File: src/rtl/sprite_plotter_pkg.sv
// Shared constants and types for the sprite plotter:
// screen geometry, sprite sizes, colours and FSM states.
package sprite_plotter_pkg;

  localparam int SCREEN_W_DEF = 160;
  localparam int SCREEN_H_DEF = 120;

  localparam logic [7:0] BIRD_X  = 8'd40;
  localparam logic [3:0] BIRD_SZ = 4'd4;
  localparam logic [3:0] WALL_W  = 4'd8;
  localparam logic [6:0] GAP_H   = 7'd32;

  localparam logic [2:0] COL_BIRD = 3'b110;
  localparam logic [2:0] COL_WALL = 3'b010;
  localparam logic [2:0] COL_BG   = 3'b000;

  localparam logic OBJ_WALL = 1'b0;
  localparam logic OBJ_BIRD = 1'b1;

  typedef enum logic [1:0] {
    IDLE,
    SCAN,
    DONE
  } state_t;

endpackage

File: src/rtl/sprite_plotter_scanner.sv
// Row-major offset generator for a w x h rectangle.
// nxt_dx/nxt_dy expose the following offset one cycle early.
module rect_scanner (
  input  logic       clk,
  input  logic       resetn,
  input  logic       clear,
  input  logic       step,
  input  logic [3:0] w,
  input  logic [6:0] h,
  output logic [3:0] dx,
  output logic [6:0] dy,
  output logic [3:0] nxt_dx,
  output logic [6:0] nxt_dy,
  output logic       last
);

  logic col_end;

  assign col_end = (dx == w - 4'd1);
  assign last    = col_end && (dy == h - 7'd1);

  always_comb begin
    nxt_dx = dx + 4'd1;
    nxt_dy = dy;
    if (col_end) begin
      nxt_dx = 4'd0;
      nxt_dy = dy + 7'd1;
    end
  end

  always_ff @(posedge clk) begin
    if (!resetn || clear) begin
      dx <= 4'd0;
      dy <= 7'd0;
    end else if (step) begin
      dx <= nxt_dx;
      dy <= nxt_dy;
    end
  end

endmodule

File: src/rtl/sprite_plotter.sv
// Scans a bird or wall rectangle into VGA pixel writes,
// one pixel per cycle, with clipping and gap clearing.
module sprite_plotter
  import sprite_plotter_pkg::*;
#(
  parameter int SCREEN_W = SCREEN_W_DEF,
  parameter int SCREEN_H = SCREEN_H_DEF
) (
  input  logic       clk,
  input  logic       resetn,
  input  logic       start,
  input  logic       obj_sel,
  input  logic       erase,
  input  logic [6:0] bird_y,
  input  logic [7:0] wall_x,
  input  logic [6:0] gap_y,
  output logic [7:0] x,
  output logic [6:0] y,
  output logic [2:0] colour,
  output logic       plot,
  output logic       busy,
  output logic       done
);

  state_t state_q, state_d;

  logic       obj_q, erase_q;
  logic [6:0] by_q, gy_q;
  logic [7:0] wx_q;

  logic [3:0] dx, nxt_dx, w;
  logic [6:0] dy, nxt_dy, h;
  logic       last, accept, load;

  logic       s_obj, s_erase;
  logic [6:0] s_by, s_gy;
  logic [7:0] s_wx;
  logic [3:0] o_dx;
  logic [6:0] o_dy;
  logic [8:0] px, gap_hi;
  logic [7:0] py;
  logic [2:0] col;
  logic       on_scr, in_gap;

  assign w = (obj_q == OBJ_BIRD) ? BIRD_SZ : WALL_W;
  assign h = (obj_q == OBJ_BIRD) ? 7'(BIRD_SZ) : 7'(SCREEN_H);

  rect_scanner u_scan (
    .clk    (clk),
    .resetn (resetn),
    .clear  (state_q != SCAN),
    .step   (state_q == SCAN && !last),
    .w      (w),
    .h      (h),
    .dx     (dx),
    .dy     (dy),
    .nxt_dx (nxt_dx),
    .nxt_dy (nxt_dy),
    .last   (last)
  );

  always_comb begin
    state_d = state_q;
    unique case (state_q)
      IDLE:    if (start) state_d = SCAN;
      SCAN:    if (last) state_d = DONE;
      DONE:    state_d = IDLE;
      default: state_d = IDLE;
    endcase
  end

  always_ff @(posedge clk) begin
    if (!resetn) state_q <= IDLE;
    else         state_q <= state_d;
  end

  assign accept = (state_q == IDLE) && start;
  assign load   = accept || (state_q == SCAN && !last);

  // Pixel 0 is built from the live inputs on the accepting edge,
  // later pixels from the latched copy and the next offset.
  always_comb begin
    s_obj   = obj_q;
    s_erase = erase_q;
    s_by    = by_q;
    s_wx    = wx_q;
    s_gy    = gy_q;
    o_dx    = nxt_dx;
    o_dy    = nxt_dy;
    if (state_q == IDLE) begin
      s_obj   = obj_sel;
      s_erase = erase;
      s_by    = bird_y;
      s_wx    = wall_x;
      s_gy    = gap_y;
      o_dx    = 4'd0;
      o_dy    = 7'd0;
    end
  end

  always_comb begin
    px = (s_obj == OBJ_BIRD) ? {1'b0, BIRD_X} : {1'b0, s_wx};
    py = (s_obj == OBJ_BIRD) ? {1'b0, s_by} : 8'd0;
    px = px + 9'(o_dx);
    py = py + 8'(o_dy);
    on_scr = (px < 9'(SCREEN_W)) && (py < 8'(SCREEN_H));
    gap_hi = 9'(s_gy) + 9'(GAP_H);
    in_gap = (py >= {1'b0, s_gy}) && ({1'b0, py} < gap_hi);
    col = COL_WALL;
    if (s_erase)               col = COL_BG;
    else if (s_obj == OBJ_BIRD) col = COL_BIRD;
    else if (in_gap)           col = COL_BG;
  end

  always_ff @(posedge clk) begin
    if (!resetn) begin
      x       <= 8'd0;
      y       <= 7'd0;
      colour  <= 3'd0;
      plot    <= 1'b0;
      obj_q   <= 1'b0;
      erase_q <= 1'b0;
      by_q    <= 7'd0;
      wx_q    <= 8'd0;
      gy_q    <= 7'd0;
    end else begin
      plot <= 1'b0;
      if (load) begin
        x      <= px[7:0];
        y      <= py[6:0];
        colour <= col;
        plot   <= on_scr;
      end
      if (accept) begin
        obj_q   <= obj_sel;
        erase_q <= erase;
        by_q    <= bird_y;
        wx_q    <= wall_x;
        gy_q    <= gap_y;
      end
    end
  end

  assign busy = (state_q == SCAN);
  assign done = (state_q == DONE);

endmodule

File: config.mk
export PLATFORM = sky130hd
export DESIGN_NAME = sprite_plotter
export DESIGN_NICKNAME = d
export VERILOG_FILES = /design/src/rtl/sprite_plotter_pkg.sv /design/src/rtl/sprite_plotter_scanner.sv /design/src/rtl/sprite_plotter.sv
export SDC_FILE = /design/constraint.sdc
export NUM_CORES = 1
export LEC_CHECK = 0
export ABC_AREA = 1
export CORE_UTILIZATION = 30
export DETAILED_ROUTE_END_ITERATION = 8
export PLACE_DENSITY_LB_ADDON = 0.15
export RECOVER_POWER = 25
export SLEW_MARGIN = 20
export SYNTH_ARGS = -nofsm -noshare
export SYNTH_HDL_FRONTEND = slang
export SYNTH_SLANG_ARGS = --single-unit
File: constraint.sdc
create_clock -name clk -period 9.2 [get_ports clk]
set_input_delay 1.84 -clock clk [delete_from_list [all_inputs] [get_ports clk]]
set_output_delay 1.84 -clock clk [all_outputs]
set_load 0.01 [all_outputs]
# Yosys cells after proc, flatten, opt, wreduce, memory -nomap -nowiden
# Index checks and enable logic that the tools add are counted.
[word_totals]
register_bits = 56
latchBits = 0
ramBits = 0
mem_bits_ro = 0
in_bits = 27
output_inout_bits = 21
memories = 0
[classes]
add_sub_neg = 7
n_mul = 0
div = 0
order_cmp = 4
n_eq_ne = 7
n_shift = 0
n_mux = 19
n_bitwise = 0
reduce_logical = 12
[op_table]
columns = ["op", "n"]
rows = [
  ["2-to-1 mux 7 bit", 6],
  ["2-to-1 mux 8 bit", 2],
  ["2-to-1 mux 4 bit", 3],
  ["adder 8 x 4 -> 9 bit", 1],
  ["< comparator 9 x 8 -> 1 bit (second input constant)", 1],
  ["adder 7 x 6 -> 8 bit (second input constant)", 1],
  ["adder 7 x 7 -> 8 bit", 1],
  [">= comparator 8 x 7 -> 1 bit", 1],
  ["< comparator 8 x 7 -> 1 bit (second input constant)", 1],
  ["< comparator 8 bit", 1],
  ["adder 7 x 1 -> 7 bit (second input constant)", 1],
  ["equality test 7 bit", 1],
  ["subtractor 7 x 1 -> 7 bit (second input constant)", 1],
  ["2-to-1 mux 2 bit", 3],
  ["2-to-1 mux 3 bit", 2],
  ["logical AND 1 bit", 5],
  ["adder 4 x 1 -> 4 bit (second input constant)", 1],
  ["equality test 4 bit", 1],
  ["!= test 2 x 1 -> 1 bit (second input constant)", 2],
  ["one-hot mux 2 bit (2 select lines)", 1],
  ["AND reduction 2 bit", 2],
  ["subtractor 4 x 1 -> 4 bit (second input constant)", 1],
  ["equality test 2 x 1 -> 1 bit (second input constant)", 1],
  ["equality test 2 bit (second input constant)", 1],
  ["other kinds (5)", 8],
]

# Longest topological paths before layout
# Gate-level depths: netlist of the first run.
[depth]
ltp_word = 11
depth_mapped = 29

# Modules after synthesis
# A second synthesis of the first run with hierarchy kept.
[unflattened]
hier_cells = 633
hier_area_um2 = 3958.8
[by_module_without_submodules]
columns = ["mod", "instances", "cells_per_inst", "area_per_inst_um2", "seq_area_each_um2"]
rows = [
  ["sprite_plotter", 1, 435, 2829.0, 880.8],
  ["rect_scanner", 1, 198, 1129.8, 220.2],
]

# Least setup slack after synthesis of the first run
# OpenSTA, ideal clock, no wires.
[synth_path]
path_kind = "input to register"
startpoint = "in obj_sel"
endpoint = "reg colour[1]"
setup_time_ps = 121
arrival_time_ps = 4294
required_ps = 9079
setup_slack_ps = 4785
stages = 26
path_buffers = 1
cell_sequence = "inv_1 > nor2_1 > a21oi_1 > buf_2 > inv_1 > nand2_1 > inv_1 > ha_1 > inv_1 > fa_1 > nand3b_1 > nand2_1 > nand2_1 > nand2_1 > nand2_1 > a21o_1 > nand2_1 > ha_1 > nand2_1 > inv_1 > nand2_1 > inv_1 > a21oi_1 > nand2_1 > nand2_1 > a21oi_1"
[synth_between]
elab_chain_cells = 8
elab_cells_between_ends = 9
cone_classes = "add/sub: 1; order compare: 2; mux: 5; reduce/logical: 1"
[synth_rtl]
columns = ["element", "line_no", "text"]
rows = [
  ["start, declared", "sprite_plotter.sv:12", "input logic obj_sel,"],
  ["2-to-1 mux 1 bit (*)", "sprite_plotter.sv:90", "if (state_q == IDLE) begin"],
  ["2-to-1 mux 7 bit (*)", "sprite_plotter.sv:103", "py = (s_obj == OBJ_BIRD) ? {1'b0, s_by} : 8'd0;"],
  ["adder 7 x 7 -> 8 bit (*)", "sprite_plotter.sv:105", "py = py + 8'(o_dy);"],
  ["net py[6]", "sprite_plotter.sv:41", "logic [7:0] py;"],
  [">= comparator 8 x 7 -> 1 bit or < comparator 8 bit (tied branches)", "sprite_plotter.sv:108", "in_gap = (py >= {1'b0, s_gy}) && ({1'b0, py} < gap_hi);"],
  ["logical AND 1 bit (*)", "sprite_plotter.sv:108", ""],
  ["2-to-1 mux 2 bit (*)", "sprite_plotter.sv:112", "else if (in_gap) col = COL_BG;"],
  ["2-to-1 mux 3 bit (*)", "sprite_plotter.sv:111", "else if (s_obj == OBJ_BIRD) col = COL_BIRD;"],
  ["2-to-1 mux 3 bit (*)", "sprite_plotter.sv:110", "if (s_erase) col = COL_BG;"],
  ["end signal, assigned", "sprite_plotter.sv:131", "colour <= col;"],
  ["end, declared", "sprite_plotter.sv:19", "output logic [2:0] colour,"],
]
# Mark *: on every way through the listed nets, which the timed path passes. The rest lies on a longest branch.
# A chain may end at the register's enable or synchronous reset.

# Final worst setup path of the first run
# Same ends and word-level chain as after synthesis.

==> results.md, run 1 <==
* Cts repair resizes at 0
* CTS clk-pin slew, worst paths at 0.10 ns
* Number of placement rows at 38
* Share of layout cells above drive strength 1 at 0.0435
* Leakage at 1.89 nW
* Number of H-tree levels at 2
* Maxcap violations at 0
* DRT Wirelength at 8610 µm
* Routed vias/inst at 4.63
* Final min period at 5.20 ns
* Die area at 11,500 µm²
* Initial DRC Count at 145
* Min Hold Slack at 0.458 ns
* Hold depth at 2
* Cell Int Power at 0.000406 W
* Final worst path period share at 0.565
* Largest family of logic cells by synthesized area: simple AND/OR/NAND/NOR gates
* Syn Nets at 543
* Final setup fails at 0
* Hold Path Origin: gy_q[2]
* Slew Limit Headroom at 0.308
* Top-level I/O count at 48
* Yosys warning count at 0
* CTS tree: done
* Antenna diodes at 0
* CP bufs+invs at 5
* Grt met3 use at 0.0236
* Most frequent cells in the layout: 112 x nand2_1, 65 x nor2_1, 58 x inv_1, 55 x dfxtp_1, 46 x o21ai_0
* Initial DRT Pass Iterations at 4
* Setup TNS at 0 ns
* Worst r2r dst: colour[1]
* Hold crit path type: flip-flop to flip-flop
* Initial antenna violation count at 0
* CTS buffer count at 5
* RSZ-0062 raised after global routing: false
* Leading cell type in the layout, fill and taps excluded: nand2_1
* Hold path endpoint: gy_q[2]
* Sequential Power Share at 0.458
* Sequential share of the synthesized area at 0.330
* Initial Util at 0.307
* Post-synthesis adder-cell area fraction at 0.0946
* Post-DP HPWL at 6560 µm
* Synth Area in Simple Gates at 0.275
* CP delay by family, top: compound AO/OA/AOI/OAI gates
* Final std cells w/o fill at 669
* Total global-route track usage at 0.165
* Vias in the first global route at 3,072
* DR vias at 3,096
* Gr ovfl total at 0
* # clock sinks at 55
* Met2 usage at 0.259
* First-pass GRT wire length at 14,900 µm
* Crit end category: flip-flop
* Mapped Area at 3330 µm²
* Number of flops mapped to enable cells by yosys at 0
* Arr. time, crit path at 5.40 ns
* Flops & latches, synth at 55
* Synth-to-Final Area Change at 19.9%
* Placed cells at 661
* Worst-path fanout max at 11
* Routed wire per std cell at 12.9 µm
* Worst r2r path cells at 24
* Max incr delay on CP at 0.58 ns
* Cts hold-fix bufs at 0
* Final Skew at 0.00761 ns
* Crit path launch type: input port
* Ys async rst share at 0
* Compound-Gate Fraction of Synth Area at 0.157
* CP Cell Sequence: clkdlybuf4s50_1 -> inv_1 -> nor2_1 -> a21oi_1 -> inv_1 -> nand2_1 -> inv_1 -> ha_1 -> nand2_1 -> nand2_1 -> and2_1 -> xor2_1 -> inv_1 -> ha_1 -> a21oi_1 -> nand2_1 -> nand2_1 -> nand2_1 -> nand2_1 -> nand2_1 -> a21oi_1 -> nand2_1 -> nand2_1 -> a21oi_1
* Final core utilization at 0.369
* # port buffers at 46
* Critical Path Most Common Cell: nand2_1
* Residual DRC at 0
* Final hold violation count at 0
* Core ar. at 10,800 µm²
* Mapped Cells at 492
* Maximum clock rate at 192 MHz
* Sw Share at 0.307
* Die width at 107 µm
* Final Wtd Congestion at 0.847
* Post-synth top flop: dfxtp_1
* Number of slew-limit violations in the final report at 0
* Slowest-stage cell, CP: a21oi_1
* Power Dens Cells at 146 nW/µm²
* Clock Path Buffers at 2
* Outcome: finished clean
* Largest net degree at the start of global routing at 36
* Nets at 579
* Switch Pwr at 0.000180 W
* VDD IR max at 0.0607 mV
* Clock power share at 0.288
* Mapped Avg Cell Area at 6.77 µm²
* Critical Path RT at 9.40 ns
* Combinational Power Share at 0.254
* CP Class: input port to flip-flop
* Die Height at 107 µm
* Post-CTS setup buffer count at 0
* Flop-to-flop setup slack at 5.28 ns
* GRT busiest layer: met2
* Post-Synth XOR/XNOR Area at 0.0368
* RR Startpoint: state_q[0]
* GRT met1 Usage at 0.232
* Skew-Pair Late Insertion Delay at 0.31 ns
* Antenna viol nets, final at 0
* Post-synthesis mux area share at 0.00300
* Synth unique cells at 38
* CTS Root Cell: clkbuf_8
* Actual slew at the worst max-slew pin at 1.04 ns
==> area by class of cell <==
| cell class | instances | area, µm² |
|---|---|---|
| clock buffers | 6 | 82.6 |
| clock inverters | 2 | 35.0 |
| fillers | 1210 | 6840 |
| inverters | 65 | 246 |
| multi-input cells | 354 | 1890 |
| flip-flops and latches | 55 | 1100 |
| well taps | 140 | 175 |
| repair buffers | 47 | 468 |
==> synth_stat cells (2+ instances only) <==
| cell type | count | area, µm² |
|---|---|---|
| buf_6 | 2 | 22.5 |
| inv_2 | 3 | 11.3 |
| or2_2 | 2 | 12.5 |
| a21oi_1 | 43 | 215 |
| ha_1 | 22 | 275 |
| nand2_4 | 2 | 22.5 |
| nand3b_1 | 2 | 15.0 |
| nand2_2 | 2 | 12.5 |
| nor2_1 | 65 | 244 |
| a21o_1 | 2 | 15.0 |
| o21ai_1 | 2 | 10.0 |
| xor2_1 | 7 | 61.3 |
| inv_1 | 58 | 218 |
| nand3_4 | 2 | 35.0 |
| clkinv_1 | 3 | 11.3 |
| nand2_1 | 111 | 417 |
| clkbuf_1 | 8 | 30.0 |
| xnor2_1 | 7 | 61.3 |
| nand3_1 | 20 | 100 |
| o21ai_0 | 46 | 230 |
| nand4_1 | 3 | 18.8 |
| buf_2 | 6 | 30.0 |
| nor3_1 | 2 | 10.0 |
| a211oi_1 | 3 | 22.5 |
| dfxtp_1 | 55 | 1100 |
| fa_1 | 2 | 40.0 |
==> state kept, by name, summed over array words and instances (netlist names) <==
| register | count |
|---|---|
| state_q | 2 |
| wx_q | 8 |
| colour | 2 |
| erase_q | 1 |
| plot | 1 |
| gy_q | 7 |
| y | 7 |
| by_q | 7 |
| u_scan.dy | 7 |
| x | 8 |
| u_scan.dx | 4 |
| obj_q | 1 |
==> stage by stage <==
| stage | power, W | cell area (µm²) | setup slack [ns] |
|---|---|---|---|
| floorplan | 0.000370 | 3330 | 4.79 |
| global placement | 0.000425 | 3880 | 3.78 |
| detailed placement | 0.000426 | 3880 | 3.66 |
| CTS | 0.000598 | 4000 | 4.00 |
| global route | 0.000629 | 4000 | 3.48 |
| finish | 0.000585 | 4000 | 4.00 |
==> logic make-up (layout without fill, tap and decap cells) <==
family	Yosys count	after routing
adders and majority gates	24	24
and+or+nand+nor	215	215
buffers and inverters	83	120
DFF	55	55
other	1	1
muxes	1	1
AOI/OAI and AO/OA	99	99
xor gates and xnor gates	14	14
==> metal layers <==
metal  vias up  part of all wire
met3        11             0.043
met5         -                 0
met1      1381              0.51
met4         0             0.017
li1       1637                 -
met2        67              0.43
==> power groups by stage <==
stage               Combinational (W)  Clock (W)  Sequential, W
CTS                          0.000153   0.000177       0.000269
finish                       0.000149   0.000169       0.000268
floorplan                   0.0000945          0       0.000276
global placement             0.000151          0       0.000274
detailed placement           0.000152          0       0.000274
global route                 0.000171   0.000187       0.000271
==> tightest hold or removal path: stages, from the launching register on <==
cell	delay (ns)
dfxtp_1	0.31
inv_1	0.06
a21oi_1	0.05
==> worst max-delay path by stage <==
stage,from,depth (start not counted),slack [ns],to
2_1_floorplan,obj_sel,26,4.79,colour[1]
3_3_place_gp,obj_sel,26,3.78,colour[1]
3_5_place_dp,obj_sel,24,3.66,colour[1]
4_1_cts,obj_sel,24,4.00,colour[1]
5_1_grt,obj_sel,27,3.48,colour[1]
6_report,obj_sel,24,4.00,colour[1]
Power figures use the tool's default switching activity.
==> run 2: changes to the inputs <==
Clock period 9.2 ns to 5 ns, I/O delays scaled along.
==> run 2 against run 1 <==
Effect of this change:
- largest cell class unchanged
- non-clock buffer count increased by 1
- final cell count increased by 0.15%
- via count decreased by 1.5%
- sequential cell count unchanged
- clock power increased by 60%
- critical path depth increased by 1
- worst hold slack about the same
==> results.md, run 2 (synthesized netlist as in run 1, its figures left out) <==
* Vias in the first global route at 2,923
* Routed wire per std cell at 12.8 µm
* Most frequent cells in the layout: 111 x nand2_1, 65 x nor2_1, 58 x inv_1, 55 x dfxtp_1, 46 x o21ai_0
* Largest net degree at the start of global routing at 36
* Die area at 11,500 µm²
* Power Dens Cells at 260 nW/µm²
* Final core utilization at 0.368
* Hold Path Origin: gy_q[3]
* Core ar. at 10,800 µm²
* Outcome: finished clean
* Initial antenna violation count at 0
* Clock Path Buffers at 2
* Post-CTS setup buffer count at 0
* Leakage at 1.90 nW
* Number of slew-limit violations in the final report at 0
* Die Height at 107 µm
* Number of placement rows at 38
* Worst-path fanout max at 7
* RR Startpoint: state_q[0]
* Post-DP HPWL at 6420 µm
* Cts repair resizes at 0
* Flop-to-flop setup slack at 1.39 ns
* CTS clk-pin slew, worst paths at 0.11 ns
* Top-level I/O count at 48
* Critical Path RT at 5.25 ns
* Worst r2r dst: colour[1]
* Grt met3 use at 0.0260
* VDD IR max at 0.124 mV
* Met2 usage at 0.253
* Final worst path period share at 0.780
* Worst r2r path cells at 25
* Actual slew at the worst max-slew pin at 0.683 ns
* Nets at 580
* Die width at 107 µm
* Initial DRT Pass Iterations at 4
* CTS tree: done
* Arr. time, crit path at 4.14 ns
* Crit end category: flip-flop
* Hold depth at 2
* Initial DRC Count at 135
* Synth-to-Final Area Change at 19.7%
* Crit path launch type: input port
* Final Skew at 0.00821 ns
* Antenna viol nets, final at 0
* Slew Limit Headroom at 0.540
* Gr ovfl total at 0
* CP Class: input port to flip-flop
* GRT busiest layer: met2
* First-pass GRT wire length at 14,400 µm
* CTS Root Cell: clkbuf_8
* # clock sinks at 55
* CTS buffer count at 5
* Maxcap violations at 0
* Final min period at 3.90 ns
* RSZ-0062 raised after global routing: false
* Share of layout cells above drive strength 1 at 0.0472
* GRT met1 Usage at 0.230
* Largest registers: wx_q: 8 flops, x: 8 flops
* Skew-Pair Late Insertion Delay at 0.32 ns
* # port buffers at 46
* Setup TNS at 0 ns
* Antenna diodes at 0
* Worst slack at placement at 0.758 ns
* Setup ws final at 1.10 ns
* Total global-route track usage at 0.163
* Number of H-tree levels at 2
* Hold path endpoint: gy_q[3]
* Routed vias/inst at 4.55
* DRT Wirelength at 8540 µm
* Final hold violation count at 0
* Residual DRC at 0
* Final Wtd Congestion at 0.838
* Maximum clock rate at 257 MHz
* Cts hold-fix bufs at 0
* Hold crit path type: flip-flop to flip-flop
* Leading cell type in the layout, fill and taps excluded: nand2_1
* Final setup fails at 0
* Initial Util at 0.307
* DR vias at 3,051
==> run 2: worst max-delay path by stage <==
stage               slack (ns)         to  startpoint  depth (start not counted)
floorplan                 1.43  colour[1]     obj_sel                         26
global placement          0.84  colour[1]     obj_sel                         24
detailed placement        0.76  colour[1]     obj_sel                         25
CTS                       1.10  colour[1]     obj_sel                         25
global route              0.72  colour[1]     obj_sel                         27
finish                    1.10  colour[1]     obj_sel                         25
==> run 2: final cells by class <==
cell class / instances / area (µm²)
clock buffer: 6 / 82.6
clock inverter: 2 / 16.3
fill: 1196 / 6850
sequential: 55 / 1100
multi-input combinational: 354 / 1890
timing repair buffer: 48 / 475
tap: 140 / 175
inverter: 65 / 246
==> run 2: critical path, stage by stage <==
cell	delay, ns
clkdlybuf4s50_1	0.49
inv_1	0.04
nor2_1	0.14
a21oi_1	0.07
inv_1	0.17
nand2_1	0.08
inv_1	0.06
ha_1	0.15
inv_1	0.05
fa_1	0.39
nand3b_1	0.17
nand2_1	0.08
nand2_1	0.06
nand2_1	0.17
inv_1	0.07
ha_1	0.31
nand2_1	0.09
nand2_1	0.07
nor2_1	0.09
nand2_1	0.05
nand2_1	0.06
nand2_1	0.05
nand2_1	0.06
nand2_1	0.05
a21oi_1	0.13
==> run 2: layer usage <==
| layer | vias up | share of wire | routed length (µm) |
|---|---|---|---|
| met5 | - | 0 | 0 |
| met4 | 0 | 0.015 | 124 |
| met3 | 7 | 0.033 | 282 |
| met2 | 57 | 0.43 | 3700 |
| met1 | 1349 | 0.52 | 4440 |
| li1 | 1638 | - | - |
==> run 2: where the power goes <==
part	total (W)	leakage (nW)	switching [W]	internal, W
Sequential	0.000493	0.454	0.0000190	0.000474
Combinational	0.000274	1.39	0.000164	0.000109
Clock	0.000271	0.0474	0.000158	0.000114
Total	0.00104	1.90	0.000341	0.000697
==> run 2: through the flow <==
step | hold WS, ns | instances | area (µm²) | power [W]
floorplan | 0.430 | 492 | 3330 | 0.000682
global placement | 0.439 | 662 | 3890 | 0.000783
detailed placement | 0.445 | 662 | 3890 | 0.000784
CTS | 0.461 | 670 | 3990 | 0.00106
global route | 0.481 | 670 | 3990 | 0.00111
finish | 0.458 | 670 | 3990 | 0.00104
==> run 3: changes to the inputs <==
Clock period 5 ns to 3.25 ns, I/O delays scaled along.
==> run 3 against run 2 <==
Effect of this change:
- clock skew down 0.0024 ns
- global-route usage down 0.11 points
- sequential cell count unchanged
- core utilization up 4.8 points
- final cell count up 5.7%
- routed wire length up 2.3%
- clock power up 98%
- first-iteration DRC count down 18%
- critical endpoint unchanged
- largest cell class unchanged
- largest power group unchanged
==> results.md, run 3 (synthesized netlist as in run 1, its figures left out) <==
* Outcome: finished clean
* Skew-Pair Late Insertion Delay at 0.31 ns
* DP Area at 4110 µm²
* Final worst path period share at 0.976
* Residual DRC at 0
* Gr ovfl total at 0
* Antenna diodes at 0
* Arr. time, crit path at 3.37 ns
* Die width at 107 µm
* Crit end category: flip-flop
* Hold crit path type: flip-flop to flip-flop
* Final min period at 3.17 ns
* Die area at 11,500 µm²
* Final hold violation count at 0
* CTS Root Cell: clkbuf_8
* Largest net degree at the start of global routing at 35
* Min Hold Slack at 0.463 ns
* Crit path launch type: flip-flop
* First-pass GRT wire length at 14,600 µm
* Finished Cell Area at 4510 µm²
* Initial antenna violation count at 0
* Initial DRT Pass Iterations at 4
* Post-DP HPWL at 6690 µm
* CTS clk-pin slew, worst paths at 0.10 ns
* Worst-path fanout max at 4
* Setup TNS at 0 ns
* Initial Util at 0.307
* Critical Path RT at 3.45 ns
* Cts hold-fix bufs at 0
* # port buffers at 46
* Top-level I/O count at 48
* Slew Limit Headroom at 0.226
* Register area at 1100 µm²
* Fill count at 1,131
* Number of placement rows at 38
* Number of slew-limit violations in the final report at 0
* Maximum clock rate at 315 MHz
* Leakage at 2.07 nW
* Most frequent cells in the layout: 105 x nand2_1, 61 x nor2_1, 55 x inv_1, 52 x dfxtp_1, 46 x o21ai_0
* Actual slew at the worst max-slew pin at 1.16 ns
* Maxcap violations at 0
* Routed vias/inst at 4.49
* CTS tree: done
* Flop-to-flop setup slack at 0.08 ns
* Power Dens Cells at 398 nW/µm²
* Initial DRC Count at 111
* Clock Path Buffers at 2
* Largest registers: wx_q: 8 flops, x: 8 flops
* Number of H-tree levels at 2
* Share of layout cells above drive strength 1 at 0.173
* Final setup fails at 0
* DR vias at 3,180
* Die Height at 107 µm
* Final Skew at 0.00578 ns
* RSZ-0062 raised after global routing: true
* Final Wtd Congestion at 0.856
* DRT Wirelength at 8740 µm
* Vias in the first global route at 3,115
* Nets at 618
* Synth-to-Final Area Change at 35.4%
* Leading cell type in the layout, fill and taps excluded: nand2_1
* Multi-input gate area at 2090 µm²
* Antenna viol nets, final at 0
* CP Class: flip-flop to flip-flop
* Total global-route track usage at 0.161
* VDD IR max at 0.247 mV
* Core ar. at 10,800 µm²
* Routed wire per std cell at 12.3 µm
* # clock sinks at 55
* CTS buffer count at 5
[run 3: cell count changes in the layout (fill, tap and decap cells not counted), moves of 6 or more]
cell             previous run  this run
nand2_1                   111       105
dlygate4sd3_1              18         0
nand2_2                     2         8
buf_4                       2        38
clkdlybuf4s50_1            28        45
[run 3: power by group]
group	internal (W)	switching [W]	leakage (nW)
Combinational	0.000223	0.000275	1.55
Clock	0.000308	0.000229	0.0654
Sequential	0.000730	0.0000307	0.455
[run 3: stage by stage]
stage	total power, W	std cells	worst slack [ns]	util
6_report	0.00180	708	0.0767	0.416
4_1_cts	0.00180	703	0.0105	0.398
5_1_grt	0.00192	708	-0.133	0.416
2_1_floorplan	0.00105	492	0.0255	-
3_5_place_dp	0.00124	691	-0.598	0.379
3_3_place_gp	0.00123	691	-0.531	0.379
[run 3: path summary, 6_finish.rpt]
check                           depth (start not counted)   endpoint         start
worst max-delay path                                   24  colour[1]  u_scan.dx[1]
worst max register to register                         24  colour[1]  u_scan.dx[1]
worst min-delay path                                    2    gy_q[1]       gy_q[1]
worst min register to register                          2    gy_q[1]       gy_q[1]
[run 3: final cells by class]
cell class,instances,area share
multi-input combinational,354,0.464
sequential,55,0.245
timing repair buffer,86,0.168
inverter,65,0.0546
tap,140,0.0388
clock buffer,6,0.0161
clock inverter,2,0.0133
[run 3: repair_timing]
item / 4_1_cts / 5_1_grt
setup buffers: 4 / 5
pin swaps: 5 / 24
setup endpoints to repair: 1 / 1
resized for setup: 12 / 32
[run 3: critical path, cell delays in order, from the launching register on]
cell	delay (ns)
dfxtp_2	0.36
ha_4	0.15
o21a_4	0.13
nand3_4	0.13
xor2_4	0.20
nor2_2	0.12
ha_2	0.19
inv_2	0.04
fa_2	0.35
nand3b_1	0.16
nand2_1	0.09
nand2_2	0.06
nand2_2	0.08
nand2_2	0.06
a21o_1	0.18
nand2_2	0.11
ha_4	0.20
nand2_1	0.05
inv_1	0.04
nand2_1	0.05
inv_1	0.05
a21oi_2	0.10
nand2_1	0.06
nand2_1	0.07
a21oi_2	0.05
[run 3: metal layers]
layer	routed length, µm	track usage
met1	4510	0.229
met2	3770	0.256
met3	341	0.0242
met4	112	0.0372
met5	0	0
==> variant, RTL diff (flow settings as in run 3) <==
The 3 states of `state_t` get a one-hot encoding in 3 bits.
--- a/src/rtl/sprite_plotter_pkg.sv
+++ b/src/rtl/sprite_plotter_pkg.sv
@@ -19,6 +19,6 @@
 
-  typedef enum logic [1:0] {
-    IDLE,
-    SCAN,
-    DONE
+  typedef enum logic [2:0] {
+    IDLE = 3'b001,
+    SCAN = 3'b010,
+    DONE = 3'b100
   } state_t;
Formal check against the unedited RTL: same outputs for any inputs over 10 cycles, from zero or initial values and one cycle with resetn low; not proved beyond that.
==> variant against run 3 <==
  * Total power increased by 7.6%
  * Die area increased by 1.6%
  * Cell count increased by 1.4%
  * Sequential share of layout area about the same
  * Area after synthesis increased by 1.6%
  * Worst setup slack got worse by 0.044 ns
  * Wire length increased by 3.8%
  * Sequential cell count increased by 1
  * Cell area increased by 2.0%
  * Combinational power increased by 11%
==> variant: results (changes against run 3) <==
stage	metric	value	unit	change
outcome	outcome	complete, no violations		
setup_path	path_delay_family	adder cells		
finish	comb.multi_input.count	357		+0.85%
finish	inv_count	69		+6.2%
grt	grt_use_met1	24.1	%	+1.2 points
clocking	cts_root_buffer	clkbuf_16		
detailed_routing	viasPerCell	4.52		+0.56%
worst_hold_path	hold_end	gy_q[2]		
finish	design_area	4600	um^2	+2.0%
grt	use_met2	25.8	%	+0.22 points
setup_path	cp.arrival	3.38	ns	about the same
detailed_routing	met1_length	4.84	mm	+7.2%
yosys	synth.area.top_cells	dfxtp_1, nand2_1, ha_1		
power	p_leak	2.12	nW	+2.3%
timing	finClkSkew	0.00797	ns	+0.00220 ns
grt	grt_use_total	16.8	%	+0.68 points
finish	buffers	88		+2.3%
setup_path	crit_fanout	2		-2
placement	gp_congestion	0.774		-9.6%
yosys	synth-seq-area-share	33.1	%	+0.066 points
yosys	synth.net_count	551		+1.5%
timing	relSlewSlack	64.8	%	+42 points
worst_hold_path	min_path_cells	2		unchanged
finish	clk_share	3.56	%	+0.62 points
finish	layout.nonclk_buf_share	17.1	%	+0.25 points
worst_hold_path	hold_start	gy_q[2]		
die	die_area	11700	um^2	+1.6%
power	p_clk	619	uW	+15%
power	p_int	1.34	mW	+6.6%
placement	dp.final_hpwl	6.94	mm	+3.6%
finish	multi_input_area	2090	um^2	-0.12%
clocking	clk_pin_slew	0.07	ns	-0.03 ns
grt	grt_pass1_wl	15.1	mm	+3.6%
power	pg_comb	551	uW	+11%
setup_path	worst_path_max_delay_cell	clkdlybuf4s50_1		
grt	met3_usage	2.83	%	+0.41 points
finish	drive_gt1_share	17.5	%	+0.22 points
placement	pre_cts_slack	-0.535	ns	+0.0631 ns
setup_path	startpoint	bird_y[0]		
finish	fill_cells	1175		+3.9%
setup_path	reg2reg_slack	0.06	ns	-0.02 ns
placement	placed_area	4210	um^2	+2.5%
detailed_routing	first_iter_violations	123		+11%
grt	grt_start_max_net_pins	27		-23%
yosys	syn_inst	500		+1.6%
finish	seq_area	1120	um^2	+1.8%
yosys	yosys-top-cells-count	nand2_1, inv_1, dfxtp_1		
finish	n_clock_buffer	6		unchanged
power	power_density	420	nW/um^2	+5.6%
setup_path	slowest_delay	0.44	ns	+0.08 ns
setup_path	r2r_cells	23		-4.2%
setup_path	r2r_start	u_scan.dx[0]		
clocking	ctsResizeCount	14		+2
power	peakVddDrop	0.214	mV	-13%
detailed_routing	routed_wl	9.07	mm	+3.8%
detailed_routing	wl_met3	379	um	+11%
[variant: cell types whose count changed after synthesis, moves of 3 or more]
cell,change
buf_2,-5
nand2_1,+13
nor3_1,+3
clkbuf_1,+3
a31oi_1,+3
inv_1,+9
buf_4,+3
nor2_1,-19
xor2_1,+4
clkinv_1,-3
a21oi_1,+4
o21ai_0,-5
[variant: tightest hold or removal path, cell delays in order (launching register included)]
cell and delay (ns):
dfxtp_1 0.30, inv_1 0.06, a21oi_1 0.05
[variant: cells by family (layout without fill, tap and decap cells)]
family,after synthesis,after routing,synth area share [%]
DFF,56,56,33.1
muxes,1,1,0.296
other,1,1,0.111
and+or+nand+nor,217,217,27.6
AOI/OAI and AO/OA,98,98,15.0
xor gates and xnor gates,16,16,4.14
adders and majority gates,24,24,9.31
buffers and inverters,87,165,10.4
